`config.mk`:
```
export PLATFORM = sky130hd
export DESIGN_NAME = ftdi_rx_reader
export DESIGN_NICKNAME = d
export VERILOG_FILES = /design/src/rtl/ftdi_rx_reader.sv
export SDC_FILE = /design/constraint.sdc
export NUM_CORES = 1
export LEC_CHECK = 0
export BUFFER_PORTS_ARGS = -buffer_cell sky130_fd_sc_hd__buf_2
export CAP_MARGIN = 20
export CORE_ASPECT_RATIO = 1.2
export CORE_MARGIN = 2
export CORE_UTILIZATION = 60
export CTS_CLUSTER_DIAMETER = 80
export DETAILED_ROUTE_END_ITERATION = 12
export PLACE_DENSITY = 0.82
export SYNTH_ARGS = -nofsm -noshare
export SYNTH_HDL_FRONTEND = slang
export SYNTH_SLANG_ARGS = --single-unit
```
`constraint.sdc`:
```
create_clock -name clk_in -period 5.85 [get_ports clk_in]
set_clock_uncertainty 0.2 [all_clocks]
set_input_delay 1.17 -clock clk_in [delete_from_list [all_inputs] [get_ports clk_in]]
set_output_delay 1.17 -clock clk_in [all_outputs]
set_load 0.01 [all_outputs]
```
`src/rtl/ftdi_rx_reader.sv`:
```
// ftdi_rx_reader: FT600 245-sync-FIFO read engine feeding a show-ahead buffer with a valid/ready output
module ftdi_rx_reader #(
   parameter int DATA_W    = 32,
   parameter int BE_W      = 4,
   parameter int BUF_DEPTH = 8,
   parameter int CNT_W     = 16
) (
   input  logic              clk_in,
   input  logic              rst_in,
   input  logic              rxf_n_in,
   input  logic [DATA_W-1:0] data_in,
   input  logic [BE_W-1:0]   be_in,
   output logic              oe_n_out,
   output logic              rd_n_out,
   output logic [DATA_W-1:0] data_out,
   output logic [BE_W-1:0]   be_out,
   output logic              valid_out,
   input  logic              ready_in,
   output logic [CNT_W-1:0]  word_cnt_out
);
   localparam int AW = $clog2(BUF_DEPTH);
   localparam int EW = DATA_W + BE_W;

   typedef enum logic [1:0] {IDLE, OE, READ, PAUSE} state_t;

   state_t          state_q, state_d;
   logic            oe_n_q, oe_n_d, rd_n_q, rd_n_d;
   logic [AW-1:0]   wr_ptr_q, wr_ptr_d, rd_ptr_q, rd_ptr_d;
   logic [AW:0]     cnt_q, cnt_d, rem;
   logic [CNT_W-1:0] word_cnt_q, word_cnt_d;
   logic [EW-1:0]   head_q, head_d;
   logic [EW-1:0]   mem_q [BUF_DEPTH];
   logic            push, pop, space;

   always_comb begin
      push       = !rd_n_q && !rxf_n_in;
      pop        = (cnt_q != '0) && ready_in;
      rem        = cnt_q - (AW+1)'(pop);
      cnt_d      = rem + (AW+1)'(push);
      space      = cnt_d <= (AW+1)'(BUF_DEPTH - 1);
      wr_ptr_d   = wr_ptr_q + AW'(push);
      rd_ptr_d   = rd_ptr_q + AW'(pop);
      word_cnt_d = word_cnt_q + CNT_W'(push);
      // head register: keep last word when empty, bypass the incoming word when it becomes the only entry
      head_d     = (cnt_d == '0) ? head_q : (rem == '0) ? {be_in, data_in} : mem_q[rd_ptr_d];
      state_d    = rxf_n_in ? IDLE :
                   !space   ? ((state_q == IDLE) ? IDLE : PAUSE) :
                              ((state_q == IDLE) ? OE : READ);
      oe_n_d     = state_d == IDLE;
      rd_n_d     = state_d != READ;
   end

   always_ff @(posedge clk_in) begin
      if (rst_in) begin
         state_q    <= IDLE;
         oe_n_q     <= 1'b1;
         rd_n_q     <= 1'b1;
         wr_ptr_q   <= '0;
         rd_ptr_q   <= '0;
         cnt_q      <= '0;
         word_cnt_q <= '0;
         head_q     <= '0;
      end else begin
         state_q    <= state_d;
         oe_n_q     <= oe_n_d;
         rd_n_q     <= rd_n_d;
         wr_ptr_q   <= wr_ptr_d;
         rd_ptr_q   <= rd_ptr_d;
         cnt_q      <= cnt_d;
         word_cnt_q <= word_cnt_d;
         head_q     <= head_d;
      end
   end

   always_ff @(posedge clk_in) begin
      if (push) mem_q[wr_ptr_q] <= {be_in, data_in};
   end

   assign oe_n_out     = oe_n_q;
   assign rd_n_out     = rd_n_q;
   assign data_out     = head_q[DATA_W-1:0];
   assign be_out       = head_q[DATA_W +: BE_W];
   assign valid_out    = cnt_q != '0;
   assign word_cnt_out = word_cnt_q;
endmodule

```
# Yosys cells after proc, flatten, opt, wreduce, memory -nomap -nowiden
# Memories as Yosys holds them, arrays and structs flattened.
# Cells that the tools add are included.
# op_classes
n_addsub,5
mul,0
div_mod_pow,0
order_cmp,1
n_eq_ne,1
n_shift,0
n_mux,7
bitwise_logic,0
reduce_logical,9
# ops
cell,n
2-to-1 mux 36 bit,1
adder 16 x 1 -> 16 bit,1
zero test 4 bit,2
2-to-1 mux 2 bit,4
adder 3 x 1 -> 3 bit,2
adder 4 x 1 -> 4 bit,1
"<= comparator 4 x 3 -> 1 bit, second input constant",1
zero test 2 bit,2
nonzero test 4 bit,1
subtractor 4 x 1 -> 4 bit,1
logical AND 1 bit,2
zero test 1 bit,2
2-to-1 mux 1 bit,2
"inequality test 2 bit, second input constant",1
# totals
reg_bits,66
latch_bits,0
mem_bits_rw,288
rom_bits,0
input_bits,40
output_inout_bits,55
word_cells,32
n_memories,1
# mem_list
memory,depth,width,read_ports,rd_ports_with_merged_regs,wr,line_no,rtl
mem_q,8,36,1,0,1,32,logic [EW-1:0] mem_q [BUF_DEPTH];

# Depth between registers and ports, before layout
# Gate-level depths: netlist of the first run.
# depth
depth_word,8
ltp_mapped,13
mapped_depth_nobuf,11

# Worst setup path before layout of the first run
# Ideal clock, no wire load.
# synth_timing
path_kind,input-to-reg
start,input port rxf_n_in
end,memory mem_q[0][0] (netlist name) (enable)
t_arrival_ns,4.054
slack_ns,1.122
path_stages,2
n_path_buf,0
cell_sequence,or3_1 > nor3_1
# synth_between
elab_chain_cells,4
# synth_lines
element,line_no,rtl
"start, declared",10,"input logic rxf_n_in,"
zero test 1 bit,36,push = !rd_n_q && !rxf_n_in;
logical AND 1 bit,36,
2-to-1 mux 1 bit,76,"if (push) mem_q[wr_ptr_q] <= {be_in, data_in};"
2-to-1 mux 1 bit (not written as such),76,
"end, declared",32,
# No other way between the ends.

# Worst setup path in the final report of the first run
# layout_timing
start,register cnt_q[1]
end,register head_q[29]
# layout_between
elab_chain_cells,5
# layout_lines
element,line_no,rtl
"start, declared",29,"logic [AW:0] cnt_q, cnt_d, rem;"
"start signal, assigned",69,cnt_q <= cnt_d;
nonzero test 4 bit,37,pop = (cnt_q != '0) && ready_in;
logical AND 1 bit,37,
adder 3 x 1 -> 3 bit,42,rd_ptr_d = rd_ptr_q + AW'(pop);
via rd_ptr_d[1],28,"logic [AW-1:0] wr_ptr_q, wr_ptr_d, rd_ptr_q, rd_ptr_d;"
memory (8 x 36 bit),n/a,
2-to-1 mux 36 bit,45,"head_d = (cnt_d == '0) ? head_q : (rem == '0) ? {be_in, data_in} : mem_q[rd_ptr_d];"
"end signal, assigned",62,head_q <= '0;
"end signal, assigned",71,head_q <= head_d;
"end, declared",31,"logic [EW-1:0] head_q, head_d;"
# The timed path passes the listed nets, and every way through them passes these cells.
# A chain may end at the register's enable or synchronous reset.

==> summary.md, run 1 <==
| Metric | Value |
|---|---|
| Initial Util | `0.614` |
| Total of max-cap violations | `0` |
| Std cell rows | `~60` |
| Placed Instances | `roughly 1300` |
| Routed WL | `roughly 30000 µm` |
| Commonest non-fill, non-tap cell in the layout | `edfxtp_1` |
| Core area | `about 23000 µm²` |
| Average wire per standard cell | `between 20 and 25 µm` |
| Average cell area after synthesis | `about 15 µm²` |
| Post-synthesis sequential area ratio | `0.697` |
| Layout cells sized above 1 | `0.209` |
| Cells after Synth | `between 900 and 1000` |
| Die area | `~25000 µm²` |
| Io pins | `95` |
| Syn_nets | `989` |
| Worst-Skew Late Latency | `around 500 ps` |
| Yosys top cell by area | `edfxtp_1` |
| Antenna violations before repair | `1` |
| Port-buffer cells | `94` |
| Post-Layout Cell Count | `1364` |
| DPL Wire Length | `approximately 16000 µm` |
| Clk buf depth | `3` |
| H-tree Lvls | `2` |
| Total Routing Usage GR | `0.239` |
| Largest net degree at the start of global routing | `111` |
| Initial DRC count | `~800` |
| Synth top area cells | `edfxtp_1 60%, dfxtp_1 9.2%, mux2i_1 5.1%, a2111oi_0 4.4%, nor2b_1 3.7%` |
| Minimum clock period | `4220 ps` |
| Data required, critical path | `6050 ps` |
| PD cells | `442 nW/µm²` |
| CP peak stage delay | `roughly 700 ps` |
| Mux cell area share after synthesis | `0.0795` |
| Nets | `~1100` |
| Worst VDD drop | `approximately 0.00038 V` |
| Critical path type | `reg2reg` |
| Leakage | `5.73 nW` |
| Most used cell, CP | `ha_4` |
| Worst path cell trace | `or4_1 > and2_1 > ha_4 > ha_4 > buf_4 > nor2b_1 > a2111oi_0 > nor4_1 > mux2_2 > a22o_1` |
| Arrival time at the worst endpoint | `between 4000 and 5000 ps` |
| Vias per cell | `6.29` |
| Number of synthesis warnings | `0` |
| Die width | `between 100 and 150 µm` |
| Fillers | `between 1000 and 1500` |
| CTS tree | `yes` |
| First-pass GRT wire length | `roughly 47000 µm` |
| Post-Synth Simple-Gate Area | `0.107` |
| Max Slew Vio Count | `0` |
| CTS Hold Bufs | `0` |
| Vias in the first global route | `8643` |
| Hold Path Class | `reg2reg` |
| Placer Congestion | `~0.74` |
| RSZ-0062 raised after global routing | `false` |
| Post-Synth Adder-Cell Area | `0.00875` |
| CP Max Fanout | `53` |
| Drt first pass iters | `5` |
| Period utilization | `0.722` |
| Compound-gate portion of the synthesized area | `0.0719` |
| Area delta synth->final | `14.6%` |
| Post-route ant nets | `0` |
| Clock root buffer | `clkbuf_16` |
| Setup crit end kind | `flip-flop` |
| Fin Setup TNS | `0 ps` |
| Die Y-Extent | `between 150 and 200 µm` |
| Post-route DRC | `0` |
| Multi-input gate area | `between 4000 and 5000 µm²` |
| Post-CTS sizing | `0` |
| Post-Syn Area | `roughly 14000 µm²` |
| Inserted Clock Buffers | `34` |
| Max-slew headroom | `0.324` |
| Largest family of logic cells by synthesized area | `simple AND/OR/NAND/NOR gates` |
| Clk pin slew, worst setup/hold paths | `roughly 60 ps` |
| Via count | `8578` |
| M2 GR Usage | `0.395` |
| Synth cell types | `39` |
| Post-CTS setup buffer count | `0` |
| Status | `completed` |
| Commonest cells after routing, fill and taps aside | `288 x edfxtp_1, 94 x buf_2, 85 x nor2b_1, 74 x and3_1, 73 x mux2i_1` |
| Sequential Area | `~10000 µm²` |
| Clock Sinks | `approximately 350` |
| Total grt overflow | `0` |
| Maximum clock frequency | `about 0.24 GHz` |
| Routing usage on met3 | `0.0446` |
| Worst Tran Pin Value | `approximately 1000 ps` |
| Synth top area share | `0.605` |
| Flip-flop and latch count after synthesis | `around 350` |
| Final hold viol count | `0` |
| GR Util met1 | `0.320` |
| Flop2flop setup slack | `around 1600 ps` |
| Most Used Layer, Global Route | `met2` |
| Startpoint types | `flip-flop` |
| Final setup fails | `0` |
| CP max stage cell | `ha_4` |
| Post-synthesis xor/xnor area fraction | `0.0123` |
-- cell families after synthesis --
| kind of cell | after synthesis |
|---|---|
| AOI/OAI and AO/OA | 119 |
| xor gates and xnor gates | 20 |
| adders and majority gates | 10 |
| buffers and inverters | 72 |
| DFF | 354 |
| muxes | 109 |
| and+or+nand+nor | 255 |
-- synthesized netlist by cell type (all sizes together) --
cell,n
edfxtp,288
a2111oi,72
and4,2
mux2,36
o211ai,1
a2bb2oi,1
clkbuf,48
xor2,8
or4,1
nor4,36
and4b,2
and3,74
a2111o,1
a21oi,4
nor2,23
mux2i,73
inv,4
ha,10
a22o,36
nand3,6
dfxtp,66
buf,20
xnor2,12
nor3b,1
o21ai,2
and2,1
a211o,1
o211a,1
nand2,7
nor3,7
nand4,3
or3,4
nand2b,3
nor2b,85
-- area by class of cell --
type | count | share of cell area
Antenna cell | 2 | 0.000306
Clock buffer | 46 | 0.0592
Clock inverter | 16 | 0.0128
Inverter | 4 | 0.000917
Multi-Input combinational cell | 513 | 0.252
Sequential cell | 354 | 0.609
Tap cell | 315 | 0.0241
Timing Repair Buffer | 114 | 0.0422
-- worst max-delay path: cells and delay by family, from the launching register on --
family	cells	cell delay, ps
AO/OA/AOI/OAI	2	720
adder cells (fa/ha/maj)	2	880
buffers and inverters	1	570
flip-flops	1	380
multiplexers	1	280
AND/OR/NAND/NOR	4	1050
-- per-layer routing --
layer | up-vias | share of wire
met3 | 63 | 0.076
met5 | - | 0
met4 | 0 | 0.024
met1 | 4252 | 0.41
met2 | 397 | 0.49
li1 | 3866 | -
-- sequential cells by signal, indices dropped and copies added (netlist names) --
signal	count
cnt_q	4
head_q	36
mem_q	288
oe_n_out	1
rd_n_out	1
rd_ptr_q	3
state_q	2
word_cnt_out	16
wr_ptr_q	3
-- power breakdown --
| part | switching [W] | internal (W) |
|---|---|---|
| Clock | 0.000910 | 0.00139 |
| Sequential | 0.0000756 | 0.00285 |
| Combinational | 0.00112 | 0.000893 |
| Total | 0.00210 | 0.00514 |
-- through the flow --
stage / hold WS (ps) / setup WS (ps) / cell area [µm²] / power, W / util
after floorplan: 297 / 1120 / 14300 / 0.00443 / -
after global placement: 258 / 1590 / 15100 / 0.00490 / 0.650
after detailed placement: 258 / 1460 / 15100 / 0.00497 / 0.651
after CTS: 278 / 1590 / 16300 / 0.00727 / 0.701
after global routing: 297 / 1460 / 16400 / 0.00752 / 0.703
final: 277 / 1630 / 16400 / 0.00724 / 0.704
-- path summary, 6_finish.rpt --
| path | startpoint | end | cells past startpoint |
|---|---|---|---|
| max | cnt_q[1] | head_q[29] | 10 |
| min | head_q[9] | head_q[9] | 1 |
| max reg2reg | cnt_q[1] | head_q[29] | 10 |
| min reg2reg | head_q[9] | head_q[9] | 1 |
Power figures use the tool's default switching activity.
==> run 2: changes to the inputs <==
Settings changed: CORE_UTILIZATION 60 to 54, PLACE_DENSITY 0.82 to 0.78.
Clock period 5.85 ns to 3.8 ns, I/O delays scaled along.
==> run 2 against run 1 <==
  * Register-to-register slack got worse by 1400 ps
  * Critical path depth did not move
  * Sequential power rose by 54%
  * Largest cell class unchanged
==> summary.md, run 2 (synthesis results as in run 1) <==
| Metric | Value |
|---|---|
| DPL Wire Length | `roughly 18000 µm` |
| PD cells | `673 nW/µm²` |
| Flop2flop setup slack | `roughly 270 ps` |
| Data required, critical path | `4000 ps` |
| Switching Fraction | `0.293` |
| Fillers | `roughly 1900` |
| Area delta synth->final | `16.1%` |
| Commonest non-fill, non-tap cell in the layout | `edfxtp_1` |
| Psw | `between 0.003 and 0.004 W` |
| CTS tree | `yes` |
| Core area | `26200 µm²` |
| First-pass GRT wire length | `roughly 47000 µm` |
| Clock root buffer | `clkbuf_16` |
| Post-DP Area | `~15000 µm²` |
| Nets | `around 1100` |
| Max-slew headroom | `0.566` |
| Routed WL | `~30000 µm` |
| Die width | `153 µm` |
| Max Slew Vio Count | `0` |
| Clk buf depth | `3` |
| R2R depth | `10` |
| Hold Crit Start | `head_q[6]` |
| Via count | `8439` |
| Initial Util | `0.546` |
| H-tree Lvls | `2` |
| Std cell rows | `65` |
| Port-buffer cells | `between 90 and 100` |
| Most Used Layer, Global Route | `met2` |
| Layout cells sized above 1 | `0.227` |
| Fin Setup TNS | `0 ps` |
| Minimum clock period | `roughly 3500 ps` |
| Total Routing Usage GR | `0.215` |
| Placer Congestion | `0.754` |
| Startpoint types | `flip-flop` |
| Maximum clock frequency | `0.283 GHz` |
| Period utilization | `0.929` |
| Inserted Clock Buffers | `35` |
| Worst r2r src | `cnt_q[1]` |
| Average wire per standard cell | `21.5 µm` |
| Critical path type | `reg2reg` |
| Initial DRC count | `between 600 and 700` |
| Antenna violations before repair | `3` |
| Worst Hold Depth | `1` |
| Combinational Power Share | `0.290` |
| Final hold viol count | `0` |
| Vias in the first global route | `between 8000 and 9000` |
| Worst VDD drop | `about 0.00040 V` |
| Max reg flops | `around 290` |
| Worst-Skew Late Latency | `520 ps` |
| Hold path endpoint | `head_q[6]` |
| Status | `completed` |
| Hold Path Class | `reg2reg` |
| Die area | `between 20000 and 30000 µm²` |
| Commonest cells after routing, fill and taps aside | `288 x edfxtp_1, 94 x buf_2, 85 x nor2b_1, 74 x and3_1, 73 x mux2i_1` |
| Sequential Power Share | `0.405` |
| Final Cell Area | `16600 µm²` |
| M2 GR Usage | `0.383` |
| Worst Tran Pin Value | `651 ps` |
| Die Y-Extent | `around 180 µm` |
| Clock Sinks | `between 300 and 400` |
| Most flop-heavy register | `mem_q` |
| Total grt overflow | `0` |
| Total of max-cap violations | `0` |
| Setup WS post-layout | `around 270 ps` |
| RSZ-0062 raised after global routing | `false` |
| Io pins | `95` |
| RR Endpoint | `head_q[30]` |
| CP Max Fanout | `46` |
| Leakage | `5.83 nW` |
| Post-route DRC | `0` |
| Setup crit end kind | `flip-flop` |
| Largest net degree at the start of global routing | `61` |
| Place WS | `about 180 ps` |
| Drt first pass iters | `5` |
| Post-route ant nets | `0` |
| Final setup fails | `0` |
| Internal power | `slightly below 0.008 W` |
| Clock power share | `0.305` |
| Clk pin slew, worst setup/hold paths | `60 ps` |
| GR Util met1 | `0.269` |
| Vias per cell | `~6.0` |
| Routing usage on met3 | `0.0351` |
| Arrival time at the worst endpoint | `3730 ps` |
[run 2: changes by cell type in the layout (fill, tap and decap cells not counted), moves of 3 or more]
cell / change
clkinv_1: -3
bufinv_16: -3
buf_4: +10
clkinv_2: +5
buf_12: +8
clkbuf_8: +3
[run 2: cell type report]
| cell class | count | area (µm²) | area share |
|---|---|---|---|
| Antenna cell | 3 | 7.51 | 0.000452 |
| Clock buffer | 49 | 1010 | 0.0609 |
| Clock inverter | 14 | 128 | 0.00769 |
| Inverter | 4 | 15.0 | 0.000905 |
| Multi-Input combinational cell | 513 | 4130 | 0.249 |
| Sequential cell | 354 | 9970 | 0.601 |
| Tap cell | 335 | 419 | 0.0253 |
| Timing Repair Buffer | 132 | 910 | 0.0548 |
[run 2: how the worst max path moves through the flow]
stage                         from    endpoint  slack (ps)  depth (start not counted)
after floorplan           cnt_q[2]   head_q[0]         420                         13
after global placement    cnt_q[1]   head_q[7]         310                         10
after detailed placement  cnt_q[1]  head_q[30]         180                         10
after CTS                 cnt_q[1]  head_q[30]         100                         10
after global routing      cnt_q[1]  head_q[32]          50                         10
final                     cnt_q[1]  head_q[30]         270                         10
[run 2: routing by layer]
layer	routed length, µm	share of wire
met5	0	0
met2	15500	0.51
met1	12100	0.40
met4	843	0.028
met3	1730	0.057
[run 2: timing repair]
action | in CTS | in global routing
hold buffers | 0 | 0
gates resized for setup | 0 | 2
endpoints found under the setup margin | 0 | 31
setup buffers | 0 | 1
[run 2: through the flow]
stage                     total power (W)  instances   util  hold slack (ps)
after floorplan                   0.00682        939      -              297
after global placement            0.00773       1337  0.589              258
after detailed placement          0.00782       1337  0.589              261
after CTS                          0.0112       1400  0.633              275
after global routing               0.0117       1403  0.633              283
final                              0.0112       1404  0.634              272
[run 2: critical path, cell delays in order (launching register included)]
cell	delay [ps]
dfxtp_1	370
or4_1	560
and2_1	230
ha_4	180
ha_4	450
buf_12	280
nor2b_1	90
a2111oi_1	420
nor4_1	110
mux2_2	280
a22o_1	200
[run 2: power by group through the flow]
| stage | Clock [W] | Combinational [W] | Sequential, W |
|---|---|---|---|
| floorplan | 0 | 0.00219 | 0.00463 |
| CTS | 0.00345 | 0.00324 | 0.00452 |
| global placement | 0 | 0.00314 | 0.00459 |
| finish | 0.00341 | 0.00324 | 0.00452 |
| detailed placement | 0 | 0.00323 | 0.00460 |
| global route | 0.00362 | 0.00350 | 0.00453 |
==> run 3: changes to the inputs <==
Settings changed: ABC_AREA set to 1, CORE_UTILIZATION 54 to 55, PLACE_DENSITY 0.78 to 0.79.
==> run 3 against run 2 <==
  * Utilization up 0.44 points
  * Largest power group is now combinational cells
  * Routed wire length is 21% higher
  * Via count increased by 34%
  * Critical path depth up 4
  * Sequential cell count is the same
  * Hold slack improved by 7.3 ps
  * Area after synthesis is 5.6% higher
  * Sequential power barely moved
==> summary.md, run 3 <==
| Metric | Value |
|---|---|
| PD cells | `about 850 nW/µm²` |
| Average cell area after synthesis | `around 9.6 µm²` |
| Post-CTS sizing | `0` |
| Drt first pass iters | `7` |
| Yosys top cell by area | `edfxtp_1` |
| Nets | `1710` |
| Die width | `155 µm` |
| Cells after Synth | `between 1500 and 2000` |
| Synth cell types | `31` |
| Post-synth top cells | `647 x nand2_1, 288 x edfxtp_1, 153 x nand3_1` |
| Setup WS post-layout | `roughly 750 ps` |
| Worst-Skew Late Latency | `between 500 and 600 ps` |
| Std cell rows | `66` |
| Inserted Clock Buffers | `36` |
| Clock root buffer | `clkbuf_16` |
| Post-Layout Cell Count | `2028` |
| Clock power share | `0.235` |
| Minimum clock period | `roughly 3100 ps` |
| Syn_nets | `~1600` |
| Maximum clock frequency | `around 0.33 GHz` |
| Number of synthesis warnings | `0` |
| CTS Hold Bufs | `0` |
| Post-synth EDFFs | `288` |
| Status | `completed` |
| Main synth FF type | `edfxtp_1` |
| Commonest non-fill, non-tap cell in the layout | `nand2_1` |
| Max Slew Vio Count | `0` |
| Layout cells sized above 1 | `0.120` |
| Die Y-Extent | `roughly 190 µm` |
| CP Max Fanout | `36` |
| Fin Setup TNS | `0 ps` |
| First-pass GRT wire length | `~57000 µm` |
| Post-route DRC | `0` |
| Area delta synth->final | `14.5%` |
| Routed WL | `around 37000 µm` |
| H-tree Lvls | `2` |
| Synth top area share | `0.573` |
| Leakage | `roughly 7.3 nW` |
| Worst VDD drop | `0.000797 V` |
| Vias per cell | `approximately 5.6` |
| Final setup fails | `0` |
| Average wire per standard cell | `about 18 µm` |
| Max-slew headroom | `0.528` |
| Commonest cells after routing, fill and taps aside | `647 x nand2_1, 288 x edfxtp_1, 153 x nand3_1, 139 x inv_1, 103 x nor2_1` |
| Psw | `between 0.006 and 0.007 W` |
| Flop2flop setup slack | `about 750 ps` |
| Data required, critical path | `between 4000 and 5000 ps` |
| Final hold viol count | `0` |
| Placed Instances | `approximately 2000` |
| Internal power | `roughly 0.0084 W` |
| Vias in the first global route | `roughly 11000` |
| Largest net degree at the start of global routing | `84` |
| Switching Fraction | `0.427` |
| Via count | `about 11000` |
| Clk buf depth | `3` |
| Period utilization | `0.804` |
| Worst Tran Pin Value | `707 ps` |
| Place WS | `559 ps` |
| Core area | `between 20000 and 30000 µm²` |
| Critical path type | `reg2reg` |
| Combinational Power Share | `0.458` |
| Initial DRC count | `roughly 1100` |
| Hold Path Class | `reg2reg` |
| DPL Wire Length | `20600 µm` |
| Startpoint types | `flip-flop` |
| Clock Sinks | `approximately 350` |
| Post-Syn Area | `between 15000 and 20000 µm²` |
| Port-buffer cells | `94` |
| CTS tree | `yes` |
| Post-synthesis sequential area ratio | `0.660` |
| Setup crit end kind | `flip-flop` |
| Total Routing Usage GR | `0.256` |
| Synth top area cells | `edfxtp_1 57%, nand2_1 16%, dfxtp_1 8.8%, nand3_1 5.1%, inv_1 3.5%` |
| Antenna violations before repair | `2` |
| Async set or reset register ratio after synthesis | `0` |
| Total of max-cap violations | `0` |
| Flip-flop and latch count after synthesis | `354` |
| RSZ-0062 raised after global routing | `false` |
| Arrival time at the worst endpoint | `~3300 ps` |
| Die area | `about 29000 µm²` |
| Sequential Power Share | `0.307` |
| Clk pin slew, worst setup/hold paths | `60 ps` |
| Top-count cell post-synth | `nand2_1` |
| Total grt overflow | `0` |
| Max reg flops | `between 200 and 300` |
| Io pins | `between 90 and 100` |
| Initial Util | `0.557` |
| Post-route ant nets | `0` |
| Most flop-heavy register | `mem_q` |
| Post-CTS setup buffer count | `0` |
| Placer Congestion | `around 0.80` |
[run 3: cell count changes after synthesis, sizes merged, moves of 74 or more]
cell,before,now
nand2,7,651
and3,74,0
nand3,6,155
nor2,23,114
inv,4,143
nor2b,85,0
[run 3: final timing paths]
| check | from | to | cells after the start |
|---|---|---|---|
| worst max-delay path | cnt_q[1] | head_q[0] | 14 |
| worst max register to register | cnt_q[1] | head_q[0] | 14 |
| worst min register to register | word_cnt_out[9] | word_cnt_out[9] | 2 |
| worst min-delay path | word_cnt_out[9] | word_cnt_out[9] | 2 |
[run 3: kinds of logic after synthesis]
group | synth area share
compound gates | 0.00688
xor+xnor | 0.00390
fa+ha+maj | 0.00829
buf+inv | 0.0580
flops | 0.660
simple gates | 0.262
[run 3: critical path: stages, from the launching register on]
cell and delay [ps]:
dfxtp_1 350, nor2_2 180, nand3_1 110, and2_1 210
ha_1 330, inv_1 50, ha_1 190, ha_1 270
inv_1 70, nand2_1 80, nor2_4 120, buf_4 410
nand4_1 190, nand2_1 110, nor2_1 50
[run 3: metrics by stage]
stage	utilization	power [W]	instance area, µm²	hold WS, ps
after floorplan	-	0.00936	15100	286
after global placement	0.596	0.0110	16100	266
after detailed placement	0.596	0.0112	16100	266
after CTS	0.638	0.0148	17300	275
after global routing	0.638	0.0157	17300	288
final	0.638	0.0147	17300	279
[run 3: layout make-up]
type                    instances  area (µm²)
flip-flops and latches        354        9970
fillers                      2052        9810
multi-input cells             998        4350
clock buffers                  41         920
repair buffers                125         841
inverters                     145         547
well taps                     340         425
clock inverters                23         224
diodes                          2        5.00
[run 3: layer usage]
layer	part of all wire	vias up	track usage	routed length (µm)
li1	-	5287	-	-
met4	0.043	0	0.119	1590
met3	0.080	119	0.0396	2930
met1	0.37	5366	0.308	13500
met2	0.51	513	0.455	18600
met5	0	-	0	0
[run 3: power by group through the flow]
stage / Combinational [W] / Clock (W) / Sequential (W)
after detailed placement: 0.00662 / 0 / 0.00461
after CTS: 0.00674 / 0.00349 / 0.00453
final: 0.00674 / 0.00346 / 0.00453
after global routing: 0.00749 / 0.00366 / 0.00454
after floorplan: 0.00471 / 0 / 0.00464
after global placement: 0.00640 / 0 / 0.00461
